### src/rtl/comm_pkg.sv
// Shared opcodes, response codes and FSM encoding for the
// parametrised console command block.
package comm_pkg;

  localparam logic [7:0] COMM_READ_PIN_MAP      = 8'h01;
  localparam logic [7:0] COMM_READ_ENABLE_MASK  = 8'h02;
  localparam logic [7:0] COMM_WRITE_ENABLE_MASK = 8'h03;
  localparam logic [7:0] COMM_WRITE_PIN_MAP     = 8'h04;

  localparam logic [7:0] COMM_ACK = 8'hA5;
  localparam logic [7:0] COMM_NAK = 8'hEE;

  typedef enum logic [1:0] {
    ST_IDLE,
    ST_RX_ARG,
    ST_TX_LOAD,
    ST_TX_WAIT
  } comm_state_e;

  function automatic int cnt_width(int a, int b);
    return $clog2(((a > b) ? a : b) + 1);
  endfunction

endpackage

### src/rtl/comm_ctrl_param_if.sv
// Byte-stream handshake between uart_rx/uart_tx and the
// command block.
interface comm_ctrl_param_if;
  logic       rx_valid;
  logic [7:0] rx_data;
  logic [7:0] tx_data;
  logic       tx_start;
  logic       tx_done;

  modport slave (
    input  rx_valid, rx_data, tx_done,
    output tx_data, tx_start
  );

  modport master (
    output rx_valid, rx_data, tx_done,
    input  tx_data, tx_start
  );
endinterface

### src/rtl/comm_resp_ser.sv
// Load/shift-right response serialiser; owns the
// tx_start/tx_done handshake with uart_tx.
module comm_resp_ser
  import comm_pkg::*;
#(
  parameter int CW = 3
) (
  input  logic          clk,
  input  logic          rst,
  input  logic          load,
  input  logic [63:0]   data,
  input  logic [CW-1:0] nbytes,
  output logic [7:0]    tx_data,
  output logic          tx_start,
  input  logic          tx_done,
  output logic          busy
);

  comm_state_e   state_q, state_d;
  logic [63:0]   sh_q, sh_d;
  logic [CW-1:0] cnt_q, cnt_d;

  always_ff @(posedge clk or posedge rst) begin
    if (rst) begin
      state_q <= ST_IDLE;
      sh_q    <= '0;
      cnt_q   <= '0;
    end else begin
      state_q <= state_d;
      sh_q    <= sh_d;
      cnt_q   <= cnt_d;
    end
  end

  always_comb begin
    state_d = state_q;
    sh_d    = sh_q;
    cnt_d   = cnt_q;
    unique case (state_q)
      ST_TX_LOAD: state_d = ST_TX_WAIT;
      ST_TX_WAIT: begin
        if (tx_done) begin
          sh_d    = sh_q >> 8;
          cnt_d   = cnt_q - CW'(1);
          state_d = (cnt_q == CW'(1)) ? ST_IDLE : ST_TX_LOAD;
        end
      end
      default: begin
        if (load && nbytes != '0) begin
          sh_d    = data;
          cnt_d   = nbytes;
          state_d = ST_TX_LOAD;
        end
      end
    endcase
  end

  assign tx_start = (state_q == ST_TX_LOAD);
  assign tx_data  = sh_q[7:0];
  assign busy     = (state_q != ST_IDLE);

endmodule

### src/rtl/comm_ctrl_param.sv
// Opcode decoder, argument collector with timeout, and the
// enable-mask / pin-map registers.
module comm_ctrl_param
  import comm_pkg::*;
#(
  parameter int NUM_CHANNELS  = 16,
  parameter int PIN_MAP_BYTES = 4,
  parameter logic [NUM_CHANNELS-1:0] MASK_RESET = 16'haa55,
  parameter logic [8*PIN_MAP_BYTES-1:0] PIN_MAP_RESET = 32'haabbccdd,
  parameter int RX_TIMEOUT    = 4096
) (
  input  logic                       clk,
  input  logic                       rst,
  comm_ctrl_param_if.slave           bus,
  output logic [NUM_CHANNELS-1:0]    enabled_out,
  output logic [8*PIN_MAP_BYTES-1:0] pin_map_out,
  output logic                       busy
);

  localparam int MASK_BYTES = NUM_CHANNELS / 8;
  localparam int PW = 8 * PIN_MAP_BYTES;
  localparam int CW = cnt_width(PIN_MAP_BYTES, MASK_BYTES);
  localparam int TW = $clog2(RX_TIMEOUT + 1);
  localparam logic [TW-1:0] TMO_LOAD = TW'(RX_TIMEOUT);

  comm_state_e       state_q, state_d;
  logic              wr_mask_q, wr_mask_d;
  logic [CW-1:0]     arg_cnt_q, arg_cnt_d;
  logic [63:0]       stage_q, stage_d, stage_nxt;
  logic [TW-1:0]     tmo_q, tmo_d;
  logic [NUM_CHANNELS-1:0] mask_q, mask_d;
  logic [PW-1:0]     pin_q, pin_d;

  logic              ser_load, ser_busy;
  logic [63:0]       ser_data, mask_ext, pin_ext;
  logic [CW-1:0]     ser_nbytes, arg_last;
  logic [7:0]        op;

  assign op = bus.rx_data;
  assign arg_last = wr_mask_q ? CW'(MASK_BYTES - 1)
                              : CW'(PIN_MAP_BYTES - 1);

  always_ff @(posedge clk or posedge rst) begin
    if (rst) begin
      state_q   <= ST_IDLE;
      wr_mask_q <= 1'b0;
      arg_cnt_q <= '0;
      stage_q   <= '0;
      tmo_q     <= '0;
      mask_q    <= MASK_RESET;
      pin_q     <= PIN_MAP_RESET;
    end else begin
      state_q   <= state_d;
      wr_mask_q <= wr_mask_d;
      arg_cnt_q <= arg_cnt_d;
      stage_q   <= stage_d;
      tmo_q     <= tmo_d;
      mask_q    <= mask_d;
      pin_q     <= pin_d;
    end
  end

  always_comb begin
    mask_ext = '0;
    mask_ext[NUM_CHANNELS-1:0] = mask_q;
    pin_ext = '0;
    pin_ext[PW-1:0] = pin_q;
    stage_nxt = stage_q;
    stage_nxt[{arg_cnt_q, 3'b000} +: 8] = bus.rx_data;
  end

  always_comb begin
    state_d    = state_q;
    wr_mask_d  = wr_mask_q;
    arg_cnt_d  = arg_cnt_q;
    stage_d    = stage_q;
    tmo_d      = tmo_q;
    mask_d     = mask_q;
    pin_d      = pin_q;
    ser_load   = 1'b0;
    ser_data   = '0;
    ser_nbytes = '0;
    unique case (state_q)
      ST_RX_ARG: begin
        // An arriving byte takes priority over a same-cycle expiry.
        if (bus.rx_valid) begin
          stage_d   = stage_nxt;
          arg_cnt_d = arg_cnt_q + CW'(1);
          tmo_d     = TMO_LOAD;
          if (arg_cnt_q == arg_last) begin
            if (wr_mask_q) mask_d = stage_nxt[NUM_CHANNELS-1:0];
            else           pin_d  = stage_nxt[PW-1:0];
            ser_load   = 1'b1;
            ser_data   = 64'(COMM_ACK);
            ser_nbytes = CW'(1);
            state_d    = ST_IDLE;
          end
        end else if (tmo_q <= TW'(1)) begin
          state_d = ST_IDLE;
        end else begin
          tmo_d = tmo_q - TW'(1);
        end
      end
      default: begin
        if (bus.rx_valid && !ser_busy) begin
          unique case (1'b1)
            op == COMM_READ_PIN_MAP: begin
              ser_load   = 1'b1;
              ser_data   = pin_ext;
              ser_nbytes = CW'(PIN_MAP_BYTES);
            end
            op == COMM_READ_ENABLE_MASK: begin
              ser_load   = 1'b1;
              ser_data   = mask_ext;
              ser_nbytes = CW'(MASK_BYTES);
            end
            op == COMM_WRITE_ENABLE_MASK,
            op == COMM_WRITE_PIN_MAP: begin
              state_d   = ST_RX_ARG;
              wr_mask_d = (op == COMM_WRITE_ENABLE_MASK);
              arg_cnt_d = '0;
              stage_d   = '0;
              tmo_d     = TMO_LOAD;
            end
            default: begin
              ser_load   = 1'b1;
              ser_data   = 64'(COMM_NAK);
              ser_nbytes = CW'(1);
            end
          endcase
        end
      end
    endcase
  end

  comm_resp_ser #(
    .CW(CW)
  ) u_ser (
    .clk      (clk),
    .rst      (rst),
    .load     (ser_load),
    .data     (ser_data),
    .nbytes   (ser_nbytes),
    .tx_data  (bus.tx_data),
    .tx_start (bus.tx_start),
    .tx_done  (bus.tx_done),
    .busy     (ser_busy)
  );

  assign enabled_out = mask_q;
  assign pin_map_out = pin_q;
  assign busy = (state_q != ST_IDLE) || ser_busy;

endmodule

### src/flat_wrapper.sv
// flat-port wrapper written by rule: the top's interface ports become plain ports
module comm_ctrl_param_flat import comm_pkg::*;
#(
  parameter int NUM_CHANNELS  = 16,
  parameter int PIN_MAP_BYTES = 4,
  parameter logic [NUM_CHANNELS-1:0] MASK_RESET = 16'haa55,
  parameter logic [8*PIN_MAP_BYTES-1:0] PIN_MAP_RESET = 32'haabbccdd,
  parameter int RX_TIMEOUT    = 4096
)
  (clk, rst, enabled_out, pin_map_out, busy, bus_rx_valid, bus_rx_data, bus_tx_done, bus_tx_data, bus_tx_start);
  comm_ctrl_param_if bus_i ();
  input  logic clk;
  input  logic rst;
  output logic [NUM_CHANNELS-1:0] enabled_out;
  output logic [8*PIN_MAP_BYTES-1:0] pin_map_out;
  output logic busy;
  input wire logic [$bits(bus_i.rx_valid)-1:0] bus_rx_valid;
  input wire logic [$bits(bus_i.rx_data)-1:0] bus_rx_data;
  input wire logic [$bits(bus_i.tx_done)-1:0] bus_tx_done;
  output wire logic [$bits(bus_i.tx_data)-1:0] bus_tx_data;
  output wire logic [$bits(bus_i.tx_start)-1:0] bus_tx_start;
  assign bus_i.rx_valid = bus_rx_valid;
  assign bus_i.rx_data = bus_rx_data;
  assign bus_i.tx_done = bus_tx_done;
  assign bus_tx_data = bus_i.tx_data;
  assign bus_tx_start = bus_i.tx_start;
  comm_ctrl_param #(.NUM_CHANNELS(NUM_CHANNELS), .PIN_MAP_BYTES(PIN_MAP_BYTES), .MASK_RESET(MASK_RESET), .PIN_MAP_RESET(PIN_MAP_RESET), .RX_TIMEOUT(RX_TIMEOUT)) u_core (.clk(clk), .rst(rst), .bus(bus_i), .enabled_out(enabled_out), .pin_map_out(pin_map_out), .busy(busy));
endmodule
### config.mk
export PLATFORM = sky130hd
export DESIGN_NAME = comm_ctrl_param_flat
export DESIGN_NICKNAME = d
export VERILOG_FILES = /design/src/rtl/comm_pkg.sv /design/src/rtl/comm_ctrl_param_if.sv /design/src/rtl/comm_resp_ser.sv /design/src/rtl/comm_ctrl_param.sv /design/src/flat_wrapper.sv
export SDC_FILE = /design/constraint.sdc
export NUM_CORES = 1
export LEC_CHECK = 0
export CAP_MARGIN = 20
export CORE_ASPECT_RATIO = 1.4
export CORE_MARGIN = 2
export CORE_UTILIZATION = 53
export CTS_CLUSTER_SIZE = 40
export DETAILED_ROUTE_END_ITERATION = 12
export PLACE_DENSITY = 0.76
export SKIP_CTS_REPAIR_TIMING = 1
export SLEW_MARGIN = 10
export SYNTH_ARGS = -nofsm -noshare
export SYNTH_HDL_FRONTEND = slang
export SYNTH_HIERARCHICAL = 1
export SYNTH_SLANG_ARGS = --single-unit
### constraint.sdc
create_clock -name clk -period 2.77 [get_ports clk]
set_input_delay 0.277 -clock clk [delete_from_list [all_inputs] [get_ports clk]]
set_output_delay 0.277 -clock clk [all_outputs]
set_load 0.005 [all_outputs]
==> results of run 1 <==
==> logic make-up (layout without fill, tap and decap cells) <==
family | after synthesis | after routing | share of synthesized area [%]
AOI/OAI and AO/OA | 232 | 232 | 22.3
DFF | 167 | 167 | 51.2
muxes | 9 | 9 | 1.09
other | 1 | 32 | 0.0455
and+or+nand+nor | 267 | 267 | 17.6
xor gates and xnor gates | 6 | 6 | 0.638
buffers and inverters | 92 | 180 | 5.65
adders and majority gates | 10 | 10 | 1.52
==> state kept, by name (all words and copies together) (netlist names) <==
signal	cells
u_core/arg_cnt_q	3
u_core/enabled_out	16
u_core/pin_map_out	32
u_core/stage_q	32
u_core/state_q	1
u_core/tmo_q	13
u_core/u_ser/cnt_q	3
u_core/u_ser/sh_q	64
u_core/u_ser/state_q	2
u_core/wr_mask_q	1
==> critical path, stage by stage (launching register included) <==
cell and delay, ps:
dfrtp_1 400, or2_2 350, nand2b_1 240, or4_4 560, nor2_2 200, nor3_4 90
buf_4 190, or3_1 360, o221a_2 150
==> final timing paths <==
check	to	slack, ps	depth (start not counted)
worst max-delay path	u_core/u_ser/sh_q[1]$_DFFE_PP0P_	110	8
worst min-delay path	u_core/u_ser/sh_q[3]$_DFFE_PP0P_	310	3
worst max register to register	u_core/u_ser/sh_q[1]$_DFFE_PP0P_	110	8
worst min register to register	u_core/pin_map_out[3]$_DFFE_PP1P_	490	2
max in group asynchronous	u_core/pin_map_out[14]$_DFFE_PP1P_	1960	3
min in group clk	u_core/pin_map_out[3]$_DFFE_PP1P_	490	2
==> power groups by stage <==
stage / Clock (mW) / Sequential, mW / Combinational, mW
after global placement: 0 / 3.49 / 2.26
after CTS: 2.32 / 3.50 / 2.41
final: 2.30 / 3.51 / 2.42
after detailed placement: 0 / 3.50 / 2.41
after floorplan: 0 / 3.35 / 1.77
after global routing: 2.43 / 3.56 / 2.64
==> metal layers <==
metal,track usage [%],share of wire [%]
met4,11.3,3.3
met3,4.79,3.6
met1,33.3,40
met2,49.9,54
met5,0,0
==> final cells by class <==
class | instances | area [um2]
clock buffers | 23 | 488
clock inverters | 9 | 91.3
fillers | 1162 | 5100
flip-flops and latches | 167 | 4210
repair buffers | 128 | 1210
multi-input cells | 556 | 3700
inverters | 20 | 78.8
well taps | 192 | 240
==> placed cells by master, fill, tap and decap left out, drive strengths merged, types with 9 or more instances in the layout <==
cell type,n
and2,24
or4,12
clkdlybuf4s50,69
clkbuf,23
conb,32
inv,20
ha,10
o221a,56
or3,57
nor2,41
mux2i,9
nand2,73
dfstp,28
buf,59
a21oi,26
and3,17
dfrtp,139
o211ai,15
o21ai,63
a22o,32
a22oi,10
==> metrics by stage <==
stage               utilization [%]  instance area, um2  TNS [ps]  cells
finish                         66.3               10000         0   1095
global route                   66.3               10000         0   1095
CTS                            66.2               10000         0   1095
detailed placement             62.4                9440     -7260   1063
global placement               62.4                9440     -4030   1063
floorplan                         -                8370         0    815
==> results.cfg, run 1 <==
[cts]
ctsRootBufferMaster = clkbuf_16
htree_levels = 4
cts.sinks = 167
numCtsBuffers = 17
clk_latency_ps = 430
clk_path_buf_depth = 2
clk_pin_slew_ps = 60
cts_tree = built

[synthesis]
yosys.area.top_type_share_pct = 42.2
yosysUniqueCellTypes = 68
netlist_top_cells_count = dfrtp_1, nand2_1, o21ai_0, or3_1, o221a_2
syn_inst = 784
yosysSeqAreaShare_pct = 51.2
synth_area_um2 = 8240
ys_top_cells_by_area = dfrtp_1, dfstp_2, o221a_2
synthMostInstantiatedCell = dfrtp_1
yosysWarnings = 6
synth_area_per_cell_um2 = 10.5
synth_edf_count = 0
ys_ff_latch = 167
synth_top_cell_by_area = dfrtp_1
async_flop_share_pct = 100
synth_flop_cell = dfrtp_1

[power_and_ir_drop]
p_comb_share_pct = 29.4
p_clk_share_pct = 27.9
power_mw = 8.23
power.switching_mw = 2.67
p_int_mw = 5.56
power.leakage_nw = 4.07
p_seq_share_pct = 42.6
ir_drop_mv = 0.564
power_density_nw_per_um2 = 821
swShare_pct = 32.4

[timing]
finClkSkew_ps = 6.16
timing.slew.headroom_pct = 60.7
worst_slew_pin_slew_ps = 590
period_minus_slack_ps = 2660
rsz0062_at_grt = false
setup_slack_ps = 107
finalCritPeriodShare_pct = 96.1
max_freq_ghz = 0.375
hold_violations = 0
holdWs_ps = 312
slew_viol_final = 0
setup_viol = 0

[global_routing]
overflow = 0
grt_use_total_pct = 28.1
grt_pass1_vias = 6736
antenna_found_initial = 0
grt_pass1_wl_um = 35500
grt_max_degree = 99

[worst_hold_path]
hold_path.class = input pin to async pin

[worst_setup_path]
cp_data_arrival_time_ps = 2970
cp.required_ps = 3080
worstReg2RegStart = u_core/u_ser/state_q[1]$_DFFE_PP0P_
endpoint_kind = flop
critPathKind = flop to flop
crit_start = u_core/u_ser/state_q[1]$_DFFE_PP0P_
start_kind = flop
path_max_fanout = 19

[routing]
num_vias = 6611
dr.pass1.iters = 5
drc = 0
drt-initial-drc-count = 594
routed_via_density = 6.04
routed_wl_um = 21900
ant_nets = 0
wl_per_cell_um = 20.0

[placement]
gp_congestion = 1.04
pre_cts_ws_ps = -157
dpl.hpwl_um = 15500
port_buffers = 69

[die]
fp.dieH_um = 151
core-area_um2 = 15100
pin_count = 70
die_area_um2 = 16600
rows = 53
die_w_um = 109
initial_core_util_pct = 54.5

[finish]
drive_gt1_share_pct = 22.3
diodes = 0
nets = 912
area_growth_pct = 21.7

[run]
maxCapViolCount = 0

[status]
status = finished clean
No activity file was read; power rests on OpenSTA's default activity.
==> run 2: changes to the inputs <==
--- a/config.mk
+++ b/config.mk
@@ -6,12 +6,13 @@
 export NUM_CORES = 1
 export LEC_CHECK = 0
 export CAP_MARGIN = 20
-export CORE_ASPECT_RATIO = 1.4
+export CORE_ASPECT_RATIO = 1.25
 export CORE_MARGIN = 2
-export CORE_UTILIZATION = 53
+export CORE_UTILIZATION = 55
+export CTS_BUF_LIST = sky130_fd_sc_hd__clkbuf_4
 export CTS_CLUSTER_SIZE = 40
 export DETAILED_ROUTE_END_ITERATION = 12
-export PLACE_DENSITY = 0.76
+export PLACE_DENSITY = 0.78
 export SKIP_CTS_REPAIR_TIMING = 1
 export SLEW_MARGIN = 10
 export SYNTH_ARGS = -nofsm -noshare
==> run 2 against run 1 <==
Effect of this change: register-to-register slack better by 30 ps; worst setup slack better by 28 ps; combinational power fell by 2%; via count hardly changed; largest cell class unchanged.
==> results.cfg, run 2 (synthesis results as in run 1) <==
[status]
status = finished clean

[worst_setup_path]
cp_num_cells = 7
cp_data_arrival_time_ps = 3110
path_max_fanout = 66
path_cells = or2_2 > nand2b_1 > o31ai_1 > nand2b_4 > buf_12 > or3_1 > o221a_2
cp_slowest_cell = o31ai_1
r2r_cells = 7
max_stage_delay_ps = 630
endpoint_kind = flop
cp.required_ps = 3240
critical_path_buf_inv_count = 1
start_kind = flop
critPathKind = flop to flop
cp_top_family = simple AND/OR/NAND/NOR gates

[global_routing]
grt_pass1_wl_um = 34700
overflow = 0
grt_use_total_pct = 27.8
antenna_found_initial = 0
grt_pass1_vias = 6669
grt_max_degree = 70

[timing]
slew_viol_final = 0
hold_violations = 0
finalCritPeriodShare_pct = 95.1
timing.slew.headroom_pct = 53.2
setup_slack_ps = 135
finClkSkew_ps = 22.1
max_freq_ghz = 0.380
rsz0062_at_grt = false
setup_viol = 0
worst_slew_pin_slew_ps = 701
period_minus_slack_ps = 2630

[die]
die_w_um = 113
die_area_um2 = 16000
fp.dieH_um = 141
rows = 50
initial_core_util_pct = 55.5
pin_count = 70
core-area_um2 = 14800

[finish]
drive_gt1_share_pct = 22.0
area_growth_pct = 18.3
nets = 910
diodes = 0
final_common_cell = dfrtp_1
final_cell_mix = dfrtp_1, nand2_1, clkdlybuf4s50_1, o21ai_0, or3_1
fill_cells = 1180
stdcell_area_um2 = 9740
fin_cells = 1083
regMostFlops = u_core/u_ser/sh_q
largest_reg_flops = 64

[power_and_ir_drop]
power_mw = 7.47
ir_drop_mv = 0.362
power.leakage_nw = 3.95
power_density_nw_per_um2 = 766

[routing]
drc = 0
drt-initial-drc-count = 514
routed_via_density = 6.10
dr.pass1.iters = 5
wl_per_cell_um = 19.5
num_vias = 6609
routed_wl_um = 21100
ant_nets = 0

[cts]
htree_levels = 4
cts_tree = built
cts.sinks = 167
numCtsBuffers = 17
clk_pin_slew_ps = 130
clk_path_buf_depth = 2
clk_latency_ps = 580
ctsRootBufferMaster = clkbuf_4

[placement]
gp_congestion = 0.899
pre_cts_ws_ps = -227
place_area_um2 = 9410
dpl.hpwl_um = 15300
port_buffers = 69
dpl.cell_count = 1051

[run]
maxCapViolCount = 0

[worst_hold_path]
hold_path.class = input pin to async pin
==> run 2: metrics by stage <==
stage	hold slack, ps	util (%)	setup TNS [ps]
floorplan	456	-	0
global placement	472	63.5	-7120
detailed placement	478	63.5	-11070
CTS	136	65.7	0
global route	163	65.7	0
finish	136	65.7	0
==> run 2: where the power goes <==
group	internal [mW]	switching (mW)
combinational	1.18	1.18
clock	0.745	0.851
sequential	3.02	0.489
total	4.95	2.52
==> run 2: worst min-delay path, cell delays in order <==
cell and delay [ps]:
clkdlybuf4s50_1 470, inv_2 90, buf_12 300
==> run 2: per-layer routing <==
| metal | vias to the layer above | part of all wire [%] | GRT usage, % |
|---|---|---|---|
| met5 | - | 0 | 0 |
| met4 | 0 | 2.9 | 11.2 |
| met3 | 43 | 5.0 | 5.29 |
| met2 | 188 | 52 | 47.9 |
| met1 | 3303 | 40 | 34.4 |
| li1 | 3075 | - | - |
==> run 2: final cells by class <==
class / count / area (um2) / area share (%)
tap: 182 / 228 / 2.34
clock buffer: 20 / 150 / 1.54
multi-input combinational: 556 / 3700 / 38.0
timing repair buffer: 126 / 1190 / 12.3
clock inverter: 12 / 176 / 1.81
sequential: 167 / 4210 / 43.3
inverter: 20 / 78.8 / 0.809
==> run 2: final timing paths <==
check	slack [ps]	from	end
setup / recovery	140	u_core/u_ser/state_q[1]$_DFFE_PP0P_	u_core/u_ser/sh_q[28]$_DFFE_PP0P_
hold / removal	140	rst	u_core/u_ser/cnt_q[0]$_DFFE_PP0P_
setup reg to reg	140	u_core/u_ser/state_q[1]$_DFFE_PP0P_	u_core/u_ser/sh_q[28]$_DFFE_PP0P_
hold reg to reg	500	u_core/pin_map_out[15]$_DFFE_PP1P_	u_core/pin_map_out[15]$_DFFE_PP1P_
max in group asynchronous	1910	rst	u_core/pin_map_out[27]$_DFFE_PP1P_
min in group clk	420	bus_tx_done	u_core/u_ser/cnt_q[2]$_DFFE_PP0P_
==> run 3: changes to the inputs <==
--- a/config.mk
+++ b/config.mk
@@ -12,7 +12,8 @@
 export CTS_BUF_LIST = sky130_fd_sc_hd__clkbuf_4
 export CTS_CLUSTER_SIZE = 40
 export DETAILED_ROUTE_END_ITERATION = 12
-export PLACE_DENSITY = 0.78
+export DONT_BUFFER_PORTS = 1
+export PLACE_DENSITY = 0.72
 export SKIP_CTS_REPAIR_TIMING = 1
 export SLEW_MARGIN = 10
 export SYNTH_ARGS = -nofsm -noshare
==> run 3 against run 2 <==
Effect of this change: cell area is 8.5% lower; first-iteration DRC count is 0.58% higher; worst setup slack better by 14 ps; via count shrank 5.6%; sequential power is essentially flat.
==> results.cfg, run 3 (synthesis results as in run 1) <==
[timing]
worst_slew_pin_slew_ps = 1060
slew_viol_final = 0
setup_tns_ps = 0
rsz0062_at_grt = false
period_minus_slack_ps = 2620
setup_slack_ps = 149
setup_viol = 0
finalCritPeriodShare_pct = 94.6
hold_violations = 0
timing.slew.headroom_pct = 29.5
finClkSkew_ps = 21.7
max_freq_ghz = 0.382

[die]
die_area_um2 = 16000
core-area_um2 = 14800
initial_core_util_pct = 55.5
die_w_um = 113
rows = 50
fp.dieH_um = 141
pin_count = 70

[global_routing]
grt_max_degree = 65
grt_pass1_vias = 6171
grt_use_total_pct = 26.3
antenna_found_initial = 1
grt_pass1_wl_um = 32600
overflow = 0

[routing]
routed_wl_um = 21200
num_vias = 6240
ant_nets = 0
drt-initial-drc-count = 517
wl_per_cell_um = 21.2
routed_via_density = 6.24
dr.pass1.iters = 5
drc = 0

[finish]
drive_gt1_share_pct = 21.1
largest_reg_flops = 64
fin_util_pct = 60.1
final_cell_mix = dfrtp_1, nand2_1, o21ai_0, or3_1, o221a_2
nets = 826
area_growth_pct = 8.28
regMostFlops = u_core/u_ser/sh_q
final_common_cell = dfrtp_1

[worst_setup_path]
cp_data_arrival_time_ps = 3090
endpoint_kind = flop
critPathKind = flop to flop
start_kind = flop
cp.required_ps = 3240
ff2ff_setup_slack_ps = 150
path_max_fanout = 32

[placement]
gp_congestion = 0.874
port_buffers = 0
dpl.hpwl_um = 14400
pre_cts_ws_ps = 117

[cts]
clk_path_buf_depth = 2
ctsRootBufferMaster = clkbuf_4
cts_tree = built
htree_levels = 4
clk_pin_slew_ps = 130
cts.sinks = 167
numCtsBuffers = 17
clk_latency_ps = 580

[power_and_ir_drop]
ir_drop_mv = 0.529
power_density_nw_per_um2 = 810
power.leakage_nw = 3.62

[status]
status = finished clean

[worst_hold_path]
hold_path.class = input pin to flop

[run]
maxCapViolCount = 0
-- run 3: cell count changes in the layout (fill, tap and decap cells not counted), moves of 2 or more --
cell and change:
clkdlybuf4s50_1 -69, buf_4 -23, clkbuf_4 -3, clkinvlp_4 -2, dlygate4sd3_1 +11, buf_12 -3, clkinv_2 +4
-- run 3: per-stage QoR --
stage | total power, mW | std cells | area (um2) | hold slack [ps]
2_1_floorplan | 5.13 | 815 | 8370 | 456
3_3_place_gp | 5.53 | 956 | 8480 | 236
3_5_place_dp | 5.65 | 956 | 8480 | 242
4_1_cts | 7.20 | 988 | 8800 | -405
5_1_grt | 7.65 | 1000 | 8920 | 2.78
6_report | 7.23 | 1000 | 8920 | 3.08
-- run 3: layer usage --
metal	wire [um]	vias up	global-route usage, %
li1	-	2906	-
met4	1060	0	13.8
met1	8370	3067	31.7
met3	1060	62	6.28
met2	10700	205	43.8
met5	0	-	0
-- run 3: critical path, stage by stage (launching register included) --
cell and delay, ps:
dfrtp_1 410, or2_2 320, nand2b_1 220, or4_4 550, nor2_2 190, nor3_4 80
buf_4 220, nand2b_1 240, a31o_2 280
-- run 3: power by group --
| group | internal, mW | total (mW) | leakage, nW | switching, mW |
|---|---|---|---|---|
| clock network | 0.704 | 1.56 | 0.168 | 0.861 |
| logic | 1.02 | 2.14 | 1.44 | 1.12 |
| registers | 3.02 | 3.52 | 2.02 | 0.495 |
-- run 3: layout make-up --
class,instances,area (um2)
multi-input cells,556,3700
inverters,20,78.8
fillers,1276,5910
repair buffers,42,380
flip-flops and latches,167,4210
diodes,1,2.50
clock inverters,15,185
clock buffers,17,128
well taps,182,228
-- run 3: final timing paths --
path | startpoint | to | cells after the start
min reg2reg | u_core/pin_map_out[21]$_DFFE_PP1P_ | u_core/pin_map_out[21]$_DFFE_PP1P_ | 2
max | u_core/u_ser/state_q[1]$_DFFE_PP0P_ | u_core/u_ser/cnt_q[1]$_DFFE_PP0P_ | 8
max in group asynchronous | rst | u_core/u_ser/sh_q[26]$_DFFE_PP0P_ | 3
min in group asynchronous | rst | u_core/enabled_out[8]$_DFFE_PP0P_ | 2
max reg2reg | u_core/u_ser/state_q[1]$_DFFE_PP0P_ | u_core/u_ser/cnt_q[1]$_DFFE_PP0P_ | 8
min | bus_rx_data[3] | u_core/pin_map_out[19]$_DFFE_PP1P_ | 3
